`src/rtl/por_reset_sequencer.sv`:
```
// Power-on reset sequencer for the 100 kHz always-on domain: OTP reset, rstz, otp_rdy, reset_timer_done in order.
// All outputs registered; stage delays are counted in clk_osc_100k cycles, soft_reset re-runs from S_OTP_RST.
module por_reset_sequencer #(
  parameter int SYNC_STAGES = 2,
  parameter int PRE_DLY     = 4,
  parameter int OTP_RST_DLY = 3,
  parameter int OTP_MIN_DLY = 6,
  parameter int OTP_TIMEOUT = 32,
  parameter int TIMER_DLY   = 13,
  parameter int CNT_W       = 8
) (
  input  logic       clk_osc_100k,
  input  logic       porz,
  input  logic       soft_reset,
  input  logic       otp_load_done,
  output logic       rst_otp,
  output logic       rstz_i2c_reg,
  output logic       rstz_otp_100k,
  output logic       otp_rdy,
  output logic       reset_timer_done,
  output logic       otp_err,
  output logic [2:0] seq_state
);
  typedef enum logic [2:0] {
    S_PRE      = 3'd0,
    S_OTP_RST  = 3'd1,
    S_OTP_LOAD = 3'd2,
    S_TIMER    = 3'd3,
    S_DONE     = 3'd4
  } state_t;

  localparam logic [CNT_W-1:0] PRE_LAST = CNT_W'(PRE_DLY - 1);
  localparam logic [CNT_W-1:0] RST_LAST = CNT_W'(OTP_RST_DLY - 1);
  localparam logic [CNT_W-1:0] MIN_LAST = CNT_W'(OTP_MIN_DLY - 1);
  localparam logic [CNT_W-1:0] TMO_LAST = CNT_W'(OTP_TIMEOUT - 1);
  localparam logic [CNT_W-1:0] TMR_LAST = CNT_W'(TIMER_DLY - 1);

  logic [SYNC_STAGES-1:0] sync_q;
  logic                   rst_n;
  state_t                 state, state_nxt;
  logic [CNT_W-1:0]       cnt, cnt_nxt;
  logic                   load_seen, load_seen_nxt;
  logic                   load_ok, load_tmo;
  logic                   rstz_q;
  logic                   rst_otp_nxt, rstz_nxt, otp_rdy_nxt, otp_err_nxt, timer_done_nxt;

  // porz asserts asynchronously through the synchroniser, releases after SYNC_STAGES edges
  always_ff @(posedge clk_osc_100k or negedge porz) begin
    if (!porz) sync_q <= '0;
    else       sync_q <= {sync_q[SYNC_STAGES-2:0], 1'b1};
  end
  assign rst_n = sync_q[SYNC_STAGES-1];

  always_ff @(posedge clk_osc_100k or negedge rst_n) begin
    if (!rst_n) begin
      state            <= S_PRE;
      cnt              <= '0;
      load_seen        <= 1'b0;
      rst_otp          <= 1'b0;
      rstz_q           <= 1'b0;
      otp_rdy          <= 1'b0;
      otp_err          <= 1'b0;
      reset_timer_done <= 1'b0;
    end else begin
      state            <= state_nxt;
      cnt              <= cnt_nxt;
      load_seen        <= load_seen_nxt;
      rst_otp          <= rst_otp_nxt;
      rstz_q           <= rstz_nxt;
      otp_rdy          <= otp_rdy_nxt;
      otp_err          <= otp_err_nxt;
      reset_timer_done <= timer_done_nxt;
    end
  end

  always_comb begin
    state_nxt = state;
    cnt_nxt   = cnt + 1'b1;
    load_ok   = 1'b0;
    load_tmo  = 1'b0;
    if (soft_reset && state != S_PRE) begin
      state_nxt = S_OTP_RST;
      cnt_nxt   = '0;
    end else begin
      case (state)
        S_PRE:     if (cnt == PRE_LAST) state_nxt = S_OTP_RST;
        S_OTP_RST: if (cnt == RST_LAST) state_nxt = S_OTP_LOAD;
        S_OTP_LOAD: begin
          // a done arriving on the timeout cycle still counts as a good load
          if (cnt >= MIN_LAST && (load_seen || otp_load_done)) begin
            state_nxt = S_TIMER;
            load_ok   = 1'b1;
          end else if (cnt == TMO_LAST) begin
            state_nxt = S_TIMER;
            load_tmo  = 1'b1;
          end
        end
        S_TIMER:   if (cnt == TMR_LAST) state_nxt = S_DONE;
        S_DONE:    cnt_nxt = cnt;
        default:   state_nxt = S_PRE;
      endcase
      if (state_nxt != state) cnt_nxt = '0;
    end
  end

  always_comb begin
    load_seen_nxt  = (state == S_OTP_LOAD) && (state_nxt == S_OTP_LOAD) &&
                     (load_seen || otp_load_done);
    rst_otp_nxt    = (state_nxt != S_PRE);
    rstz_nxt       = (state_nxt == S_OTP_LOAD) || (state_nxt == S_TIMER) || (state_nxt == S_DONE);
    otp_rdy_nxt    = load_ok  || (otp_rdy && (state_nxt == S_TIMER || state_nxt == S_DONE));
    otp_err_nxt    = load_tmo || (otp_err && (state_nxt == S_TIMER || state_nxt == S_DONE));
    timer_done_nxt = (state_nxt == S_DONE);
  end

  assign rstz_i2c_reg  = rstz_q;
  assign rstz_otp_100k = rstz_q;
  assign seq_state     = state;

endmodule

```
`config.mk`:
```
export PLATFORM = sky130hd
export DESIGN_NAME = por_reset_sequencer
export DESIGN_NICKNAME = d
export VERILOG_FILES = /design/src/rtl/por_reset_sequencer.sv
export SDC_FILE = /design/constraint.sdc
export NUM_CORES = 1
export LEC_CHECK = 0
export CAP_MARGIN = 10
export CORE_MARGIN = 2
export CORE_UTILIZATION = 45
export DETAILED_ROUTE_END_ITERATION = 10
export PLACE_DENSITY = 0.66
export SYNTH_ARGS = -nofsm -noshare
export SYNTH_HDL_FRONTEND = slang
export SYNTH_SLANG_ARGS = --single-unit
```
`constraint.sdc`:
```
create_clock -name clk_osc_100k -period 0.8 [get_ports clk_osc_100k]
set_input_delay 0.16 -clock clk_osc_100k [delete_from_list [all_inputs] [get_ports clk_osc_100k]]
set_output_delay 0.16 -clock clk_osc_100k [all_outputs]
set_load 0.03 [all_outputs]
```
==> flow_summary.toml, run 1 <==
[run_status]
status = "complete, but fails checks"
violations = "setup timing"

[timing]
timing.final.ws_setup_ns = -1.08
rsz0062_at_grt = "yes"
setup_viol = 26
fin_crit_ns = 1.88
period_share_pct = 235
setup-tns-final_ns = -19.28
fmaxAchievable_mhz = 533
slew_violations = 0
whs_ns = 0.196
finalClockSkew_ns = 0.00671
finalHoldViolations = 0

[routing]
wl_um = 2850
drc = 0
routedWlPerCell_um = 15.3
drtAntennaViolNets = 0
dr.first_iter.drc_count = 12
viasPerCell = 5.43
vias = 1016
drtPass1Iterations = 4

[yosys]
syn_nets = 118
syn_inst = 110
postSynthAreaPerCell_um2 = 9.73
synth-edff-count = 0
synth-seq-cells = 19
synth-async-reset-ratio_pct = 100
yosysSeqAreaShare_pct = 44.4
synth.cell_area_um2 = 1070
ys_warn_count = 0
yosysUniqueCellTypes = 42
synthFlopType = "dfrtp_1"

[finish]
largest_reg_flops = 8
multi_input_area_um2 = 624
final_cell_area_um2 = 1610
regMostFlops = "cnt"
layoutNonFillerInstCount = 187
area_growth_pct = 50.8
diodes = 0
layout_commonest_cell = "buf_4"
regArea_um2 = 480
finish.utilization_pct = 72.2
n_fill_cell = 171
layout_common_cells = "buf_4 (34), dfrtp_1 (15), buf_6 (12), nor2_1 (8), nand2_1 (7)"
fin_nets = 168
drive_gt1_share_pct = 48.4

[pwr]
p_leak_nw = 0.756
ir_drop_mv = 1.57
power_density_nw_per_um2 = 2490
power_mw = 4.02

[setup_path]
crit_type = "reg -> reg"
timing.rr.start = "cnt[4]"
cp_cell_sequence = "or4_4 -> nor2_4 -> mux2i_4 -> nor4b_4 -> o211ai_1"
start_kind = "register"
cp.arrival_ns = 2.06
worst_r2r_path_depth = 5
critPathMaxFanout = 5
worstPathRequired_ns = 0.98
cpPeakStageDelay_ns = 0.59
crit_path_end_kind = "register"
critPathLaunch = "cnt[4]"
r2r-end = "rst_otp"
ff2ff_setup_slack_ns = -1.08
slowest_stage = "or4_4"

[global_routing]
grt_pass1_vias = 1113
grt_overflow_total = 0
grtUsageTotal_pct = 24.0
antenna_found_initial = 0
grt_pass1_wl_um = 4740
grt_max_degree = 18

[clocking]
cts_made_buffers = 3
cts_sinks = 19
htree_levels = 1
clockBufferDepth = 2
path_clk_slew_ns = 0.12
clock-root-buffer = "clkbuf_4"
clk_latency_ns = 0.31
cts_tree = "built"

[floorplanning]
pin_count = 13
die_y_um = 52.8
die_w_um = 52.8
row_count = 17
core_um2 = 2230
dieArea_um2 = 2780
start_util_pct = 47.9

[placement]
placed_area_um2 = 1430
place_ws_ns = -1.06
io_buffers = 12
dpl.hpwl_um = 2070
gp_congestion = 0.884
dp.cells = 174

[hold_path]
min_path_type = "reg -> async"

[job]
drv_cap = 0
[synthesized netlist by cell type (2+ instances only)]
library cell  number  area share, %
nand3_1            3            1.4
o21ai_0            6            2.8
nand2b_1           2            1.2
nor4_1             2            1.2
ha_1               4            4.7
nand4_1            2            1.2
nor3_1             3            1.4
a31o_2             2            1.6
a21oi_1            3            1.4
xor2_1             6            4.9
and3_1             2            1.2
nor2_1            14            4.9
nand2_1            7            2.5
inv_1              4            1.4
dfrtp_1           19             44
a41oi_1            3            2.5
clkbuf_1           3            1.1
[area by class of cell]
class | instances | share of cell area (%)
Sequential cell | 19 | 29.8
Clock buffer | 3 | 1.40
Tap cell | 28 | 2.17
Multi-Input combinational cell | 82 | 38.7
Clock inverter | 1 | 0.310
Timing Repair Buffer | 50 | 26.7
Inverter | 4 | 0.931
[worst max-delay path: cells and delay by family, from the launching register on]
| family | cells | cell delay [ns] |
|---|---|---|
| AND/OR/NAND/NOR | 3 | 1.08 |
| AO/OA/AOI/OAI | 1 | 0.14 |
| flip-flops | 1 | 0.44 |
| multiplexers | 1 | 0.10 |
[power breakdown]
group | total [mW] | internal [mW] | switching [mW] | leakage (nW)
registers | 1.32 | 1.12 | 0.198 | 0.243
clock network | 0.509 | 0.187 | 0.322 | 0.0177
logic | 2.19 | 1.10 | 1.08 | 0.495
[kinds of logic (layout without fill, tap and decap cells)]
kind of cell             Yosys count  count (layout)  share of synthesized area, %
multiplexers                       2               2                          1.99
other                              1               1                         0.351
AND/OR/NAND/NOR                   46              46                          24.9
flip-flops                        19              19                          44.4
XOR/XNOR                           7               7                          5.73
adder cells (fa/ha/maj)            4               4                          4.68
AO/OA/AOI/OAI                     22              22                          14.3
buffers and inverters              9              58                          3.63
[timing repair]
| action | CTS | global route |
|---|---|---|
| buffers inserted | 6 | 3 |
| pin swaps | 9 | 2 |
| hold buffers | 1 | 0 |
| resized for setup | 16 | 9 |
| endpoints found under the hold margin | 2 | 0 |
| setup endpoints to repair | 26 | 26 |
[worst max path at each step]
| stage | cells past startpoint | to | slack (ns) |
|---|---|---|---|
| finish | 5 | rst_otp | -1.08 |
| global route | 5 | rst_otp | -1.16 |
| CTS | 5 | rst_otp | -1.08 |
| detailed placement | 5 | rst_otp | -1.06 |
| global placement | 5 | rst_otp | -1.01 |
| floorplan | 5 | cnt[0] | -0.96 |
[layer usage]
layer  track usage [%]  share of wire (%)  routed length, µm  vias to the layer above
met5                 0                  0                  0                        -
met4              13.7                3.1                 88                        0
met3              4.29                2.9                 83                       13
met2              44.0                 53               1520                       24
met1              25.5                 41               1160                      495
li1                  -                  -                  -                      484
Note: power is estimated with default switching activity, not from simulation.
==> run 2, diff against run 1 <==
clock period = 2.2 ns   (was 0.8 ns; I/O delays follow)
==> run 2 against run 1 <==
- critical endpoint is now seq_state[1]
- die area stayed put
- flip-flop and latch count did not move
- core utilization fell by 17 points
- the run now ends clean
- worst setup slack better by 1.2 ns
==> flow_summary.toml, run 2 (synthesis gave the netlist of run 1 again) <==
[clocking]
ctsHoldBuffers = 0
path_clk_slew_ns = 0.10
post_cts_resized = 0
htree_levels = 1
cts_tree = "built"
post-cts-setup-buffer-count = 0
clk_latency_ns = 0.29
cts_made_buffers = 3
clockBufferDepth = 2
cts_sinks = 19
clock-root-buffer = "clkbuf_4"

[timing]
fin_crit_ns = 2.05
finalHoldViolations = 0
whs_ns = 0.284
finalClockSkew_ns = 0.00100
rsz0062_at_grt = "no"
relSlewSlack_pct = 54.4
setup_viol = 0
setup-tns-final_ns = 0
fmaxAchievable_mhz = 489
tightest_slew_ns = 0.684
slew_violations = 0
period_share_pct = 93.0

[floorplanning]
die_y_um = 52.8
row_count = 17
dieArea_um2 = 2780
die_w_um = 52.8
start_util_pct = 47.9
pin_count = 13
core_um2 = 2230

[placement]
gp_congestion = 0.869
dpl.hpwl_um = 1630
io_buffers = 12
placed_area_um2 = 1220
dp.cells = 147

[setup_path]
crit_type = "reg -> out"
worstPathRequired_ns = 1.76
cp.arrival_ns = 1.61
endpoint = "seq_state[1]"
cp_cell_sequence = "clkdlybuf4s50_1"
ff2ff_setup_slack_ns = 0.25
start_kind = "register"
worst_r2r_path_depth = 5
critPathLaunch = "seq_state[1]"
slowest_stage = "clkdlybuf4s50_1"
cp_num_buf_inv = 1
worst-path-stages = 1
critPathMaxFanout = 12
r2r-end = "otp_err"
cpPeakStageDelay_ns = 0.74
cp_top_family = "buffers and inverters"
timing.rr.start = "cnt[4]"
crit_path_end_kind = "output pin"

[finish]
layout_commonest_cell = "dfrtp_1"
area_growth_pct = 16.1
diodes = 0
drive_gt1_share_pct = 13.0
n_fill_cell = 201
final_cell_area_um2 = 1240
fin_nets = 132
largest_reg_flops = 8
regMostFlops = "cnt"
layout_common_cells = "dfrtp_1 (19), nor2_1 (14), clkdlybuf4s50_1 (12), nand2_1 (7)"
layoutNonFillerInstCount = 151

[global_routing]
grt_max_degree = 18
grt_overflow_total = 0
antenna_found_initial = 0
grtUsageTotal_pct = 19.2
grt_pass1_wl_um = 3800
grt_pass1_vias = 839

[routing]
drtAntennaViolNets = 0
vias = 863
wl_um = 2150
routedWlPerCell_um = 14.2
dr.first_iter.drc_count = 23
drc = 0
drtPass1Iterations = 4
viasPerCell = 5.72

[pwr]
p_leak_nw = 0.546
ir_drop_mv = 0.512
power_density_nw_per_um2 = 933
power_mw = 1.16

[job]
drv_cap = 0

[hold_path]
min_path_type = "reg -> async"

[run_status]
status = "finished, final reports clean"
-- run 2: cell count changes in the layout (fill, tap and decap cells not counted), sizes merged --
cell           delta
buf              -44
clkbuf            +1
clkdlybuf4s50     +9
clkinv            -1
dlygate4sd3       -1
-- run 2: cell type report --
cell class,count,area (µm²),area share (%)
Timing Repair Buffer,14,135,10.9
Inverter,4,15.0,1.21
Sequential cell,19,475,38.3
Clock buffer,4,26.3,2.11
Multi-Input combinational cell,82,556,44.7
Tap cell,28,35.0,2.82
-- run 2: worst min path at each step --
stage	slack, ns	endpoint	cells after the start
global placement	0.30	cnt[7]	0
floorplan	0.14	sync_q[0]	0
global route	0.30	sync_q[1]	1
detailed placement	0.30	cnt[7]	0
CTS	0.28	sync_q[0]	1
finish	0.28	cnt[2]	0
-- run 2: power breakdown --
part / switching (mW) / leakage (nW) / internal [mW]
registers: 0.0974 / 0.249 / 0.403
logic: 0.273 / 0.283 / 0.213
clock network: 0.102 / 0.0150 / 0.0706
total: 0.473 / 0.546 / 0.687
-- run 2: routing by layer --
layer	global-route usage (%)	routed length, µm
met1	22.8	916
met2	33.3	1070
met3	5.43	108
met4	5.56	48
met5	0	0
-- run 2: through the flow --
step,setup WS (ns),utilization (%)
4_1_cts,0.176,55.6
2_1_floorplan,0.349,-
5_1_grt,0.105,55.6
6_report,0.153,55.6
3_3_place_gp,0.167,54.5
3_5_place_dp,0.109,54.5
==> run 3, diff against run 2 <==
CORE_MARGIN = 1.5   (was 2)
PLACE_DENSITY = 0.68   (was 0.66)
SLEW_MARGIN = 0   (was default)
clock period = 1.7 ns   (was 2.2 ns; I/O delays follow)
==> run 3 against run 2 <==
- the flow now finishes with violations (setup timing)
- wire length rose by 14%
- register-to-register slack got worse by 0.42 ns
- non-clock buffer count rose by 25
- flip-flop and latch count did not move
- power rose by 43%
- cell area rose by 19%
- sequential share of layout area fell by 5.9 points
- highest routed layer unchanged
- sequential power rose by 27%
==> flow_summary.toml, run 3 (synthesis gave the netlist of run 1 again) <==
[timing]
fmaxAchievable_mhz = 534
timing.final.ws_setup_ns = -0.174
finalClockSkew_ns = 0.00335
finalHoldViolations = 0
period_share_pct = 110
rsz0062_at_grt = "yes"
fin_crit_ns = 1.87
setup_viol = 15
relSlewSlack_pct = 55.4
setup-tns-final_ns = -2.03
tightest_slew_ns = 0.668
slew_violations = 0

[routing]
drc = 0
dr.first_iter.drc_count = 18
routedWlPerCell_um = 14.0
drtPass1Iterations = 4
vias = 982
drtAntennaViolNets = 0
wl_um = 2460
viasPerCell = 5.58

[placement]
io_buffers = 12
placed_area_um2 = 1400
dpl.hpwl_um = 1800
gp_congestion = 0.989

[floorplanning]
pin_count = 13
die_w_um = 51.8
dieArea_um2 = 2680
core_um2 = 2230
start_util_pct = 47.9
row_count = 17
die_y_um = 51.8

[setup_path]
critPathMaxFanout = 5
worstPathRequired_ns = 1.88
cp_cell_sequence = "or4_4 -> nor2_4 -> mux2i_2 -> nor4b_4 -> o211ai_1"
slowest_stage = "or4_4"
cpPeakStageDelay_ns = 0.58
cp.arrival_ns = 2.06
crit_type = "reg -> reg"
crit_path_end_kind = "register"
start_kind = "register"

[clocking]
htree_levels = 1
clk_latency_ns = 0.30
cts_tree = "built"
path_clk_slew_ns = 0.11
clock-root-buffer = "clkbuf_4"
cts_sinks = 19
cts_made_buffers = 3
ctsHoldBuffers = 0
clockBufferDepth = 2

[finish]
final_cell_area_um2 = 1480
diodes = 0
largest_reg_flops = 8
layout_commonest_cell = "buf_4"
area_growth_pct = 38.7
fin_nets = 157
drive_gt1_share_pct = 34.5
finish.utilization_pct = 66.4
n_fill_cell = 192
layout_common_cells = "buf_4 (27), dfrtp_1 (15), nor2_1 (14), nand2_1 (7), xor2_1 (6)"
regMostFlops = "cnt"

[global_routing]
grt_max_degree = 18
antenna_found_initial = 0
grt_pass1_wl_um = 4310
grtUsageTotal_pct = 21.9
grt_overflow_total = 0
grt_pass1_vias = 984

[pwr]
power_density_nw_per_um2 = 1120
ir_drop_mv = 0.858
p_leak_nw = 0.733

[hold_path]
min_path_type = "in -> async"

[job]
drv_cap = 0

[run_status]
status = "complete, but fails checks"
violations = "setup timing"
[run 3: worst max-delay path: cells and delay by family (launching register included)]
| family | cells | cell delay (ns) |
|---|---|---|
| AND/OR/NAND/NOR | 3 | 1.05 |
| flip-flops | 1 | 0.45 |
| AO/OA/AOI/OAI | 1 | 0.14 |
| multiplexers | 1 | 0.11 |
[run 3: worst paths after layout]
path	from	end	slack [ns]	cells after the start
worst min-delay path	porz	sync_q[0]	0.19	1
min in group clk_osc_100k	sync_q[0]	sync_q[1]	0.38	0
worst min register to register	sync_q[1]	load_seen	0.28	0
worst max-delay path	cnt[4]	rst_otp	-0.17	5
worst max register to register	cnt[4]	rst_otp	-0.17	5
max in group asynchronous	sync_q[1]	seq_state[2]	0.95	0
[run 3: final cells by class]
class	count	area, µm²	area share, %
Clock inverter	1	5.00	0.337
Inverter	4	15.0	1.01
Clock buffer	3	22.5	1.52
Tap cell	28	35.0	2.36
Sequential cell	19	480	32.4
Multi-Input combinational cell	82	604	40.7
Timing Repair Buffer	39	322	21.7
[run 3: metal layers]
metal	global-route usage (%)	share of wire, %	up-vias
met5	0	0	-
met4	10.1	1.7	0
met3	3.16	3.4	5
met2	37.6	52	22
met1	27.0	43	492
li1	-	-	463
[run 3: repair_timing]
item	CTS	global route
gates resized for setup	8	5
pin swaps	2	2
gates cloned	0	0
buffers inserted	3	1
setup endpoints to repair	19	19
[run 3: through the flow]
| step | std cells | setup WS (ns) | power, mW | hold slack [ns] |
|---|---|---|---|---|
| after floorplan | 110 | -0.0551 | 1.11 | 0.0444 |
| after global placement | 168 | -0.193 | 1.39 | 0.306 |
| after detailed placement | 168 | -0.243 | 1.40 | 0.309 |
| after CTS | 175 | -0.171 | 1.64 | 0.185 |
| after global routing | 176 | -0.275 | 1.77 | 0.185 |
| final | 176 | -0.174 | 1.66 | 0.187 |
[run 3: power by group]
group / total, mW / internal, mW / switching (mW)
clock network: 0.235 / 0.0878 / 0.147
registers: 0.634 / 0.528 / 0.105
logic: 0.791 / 0.383 / 0.409
total: 1.66 / 0.999 / 0.661
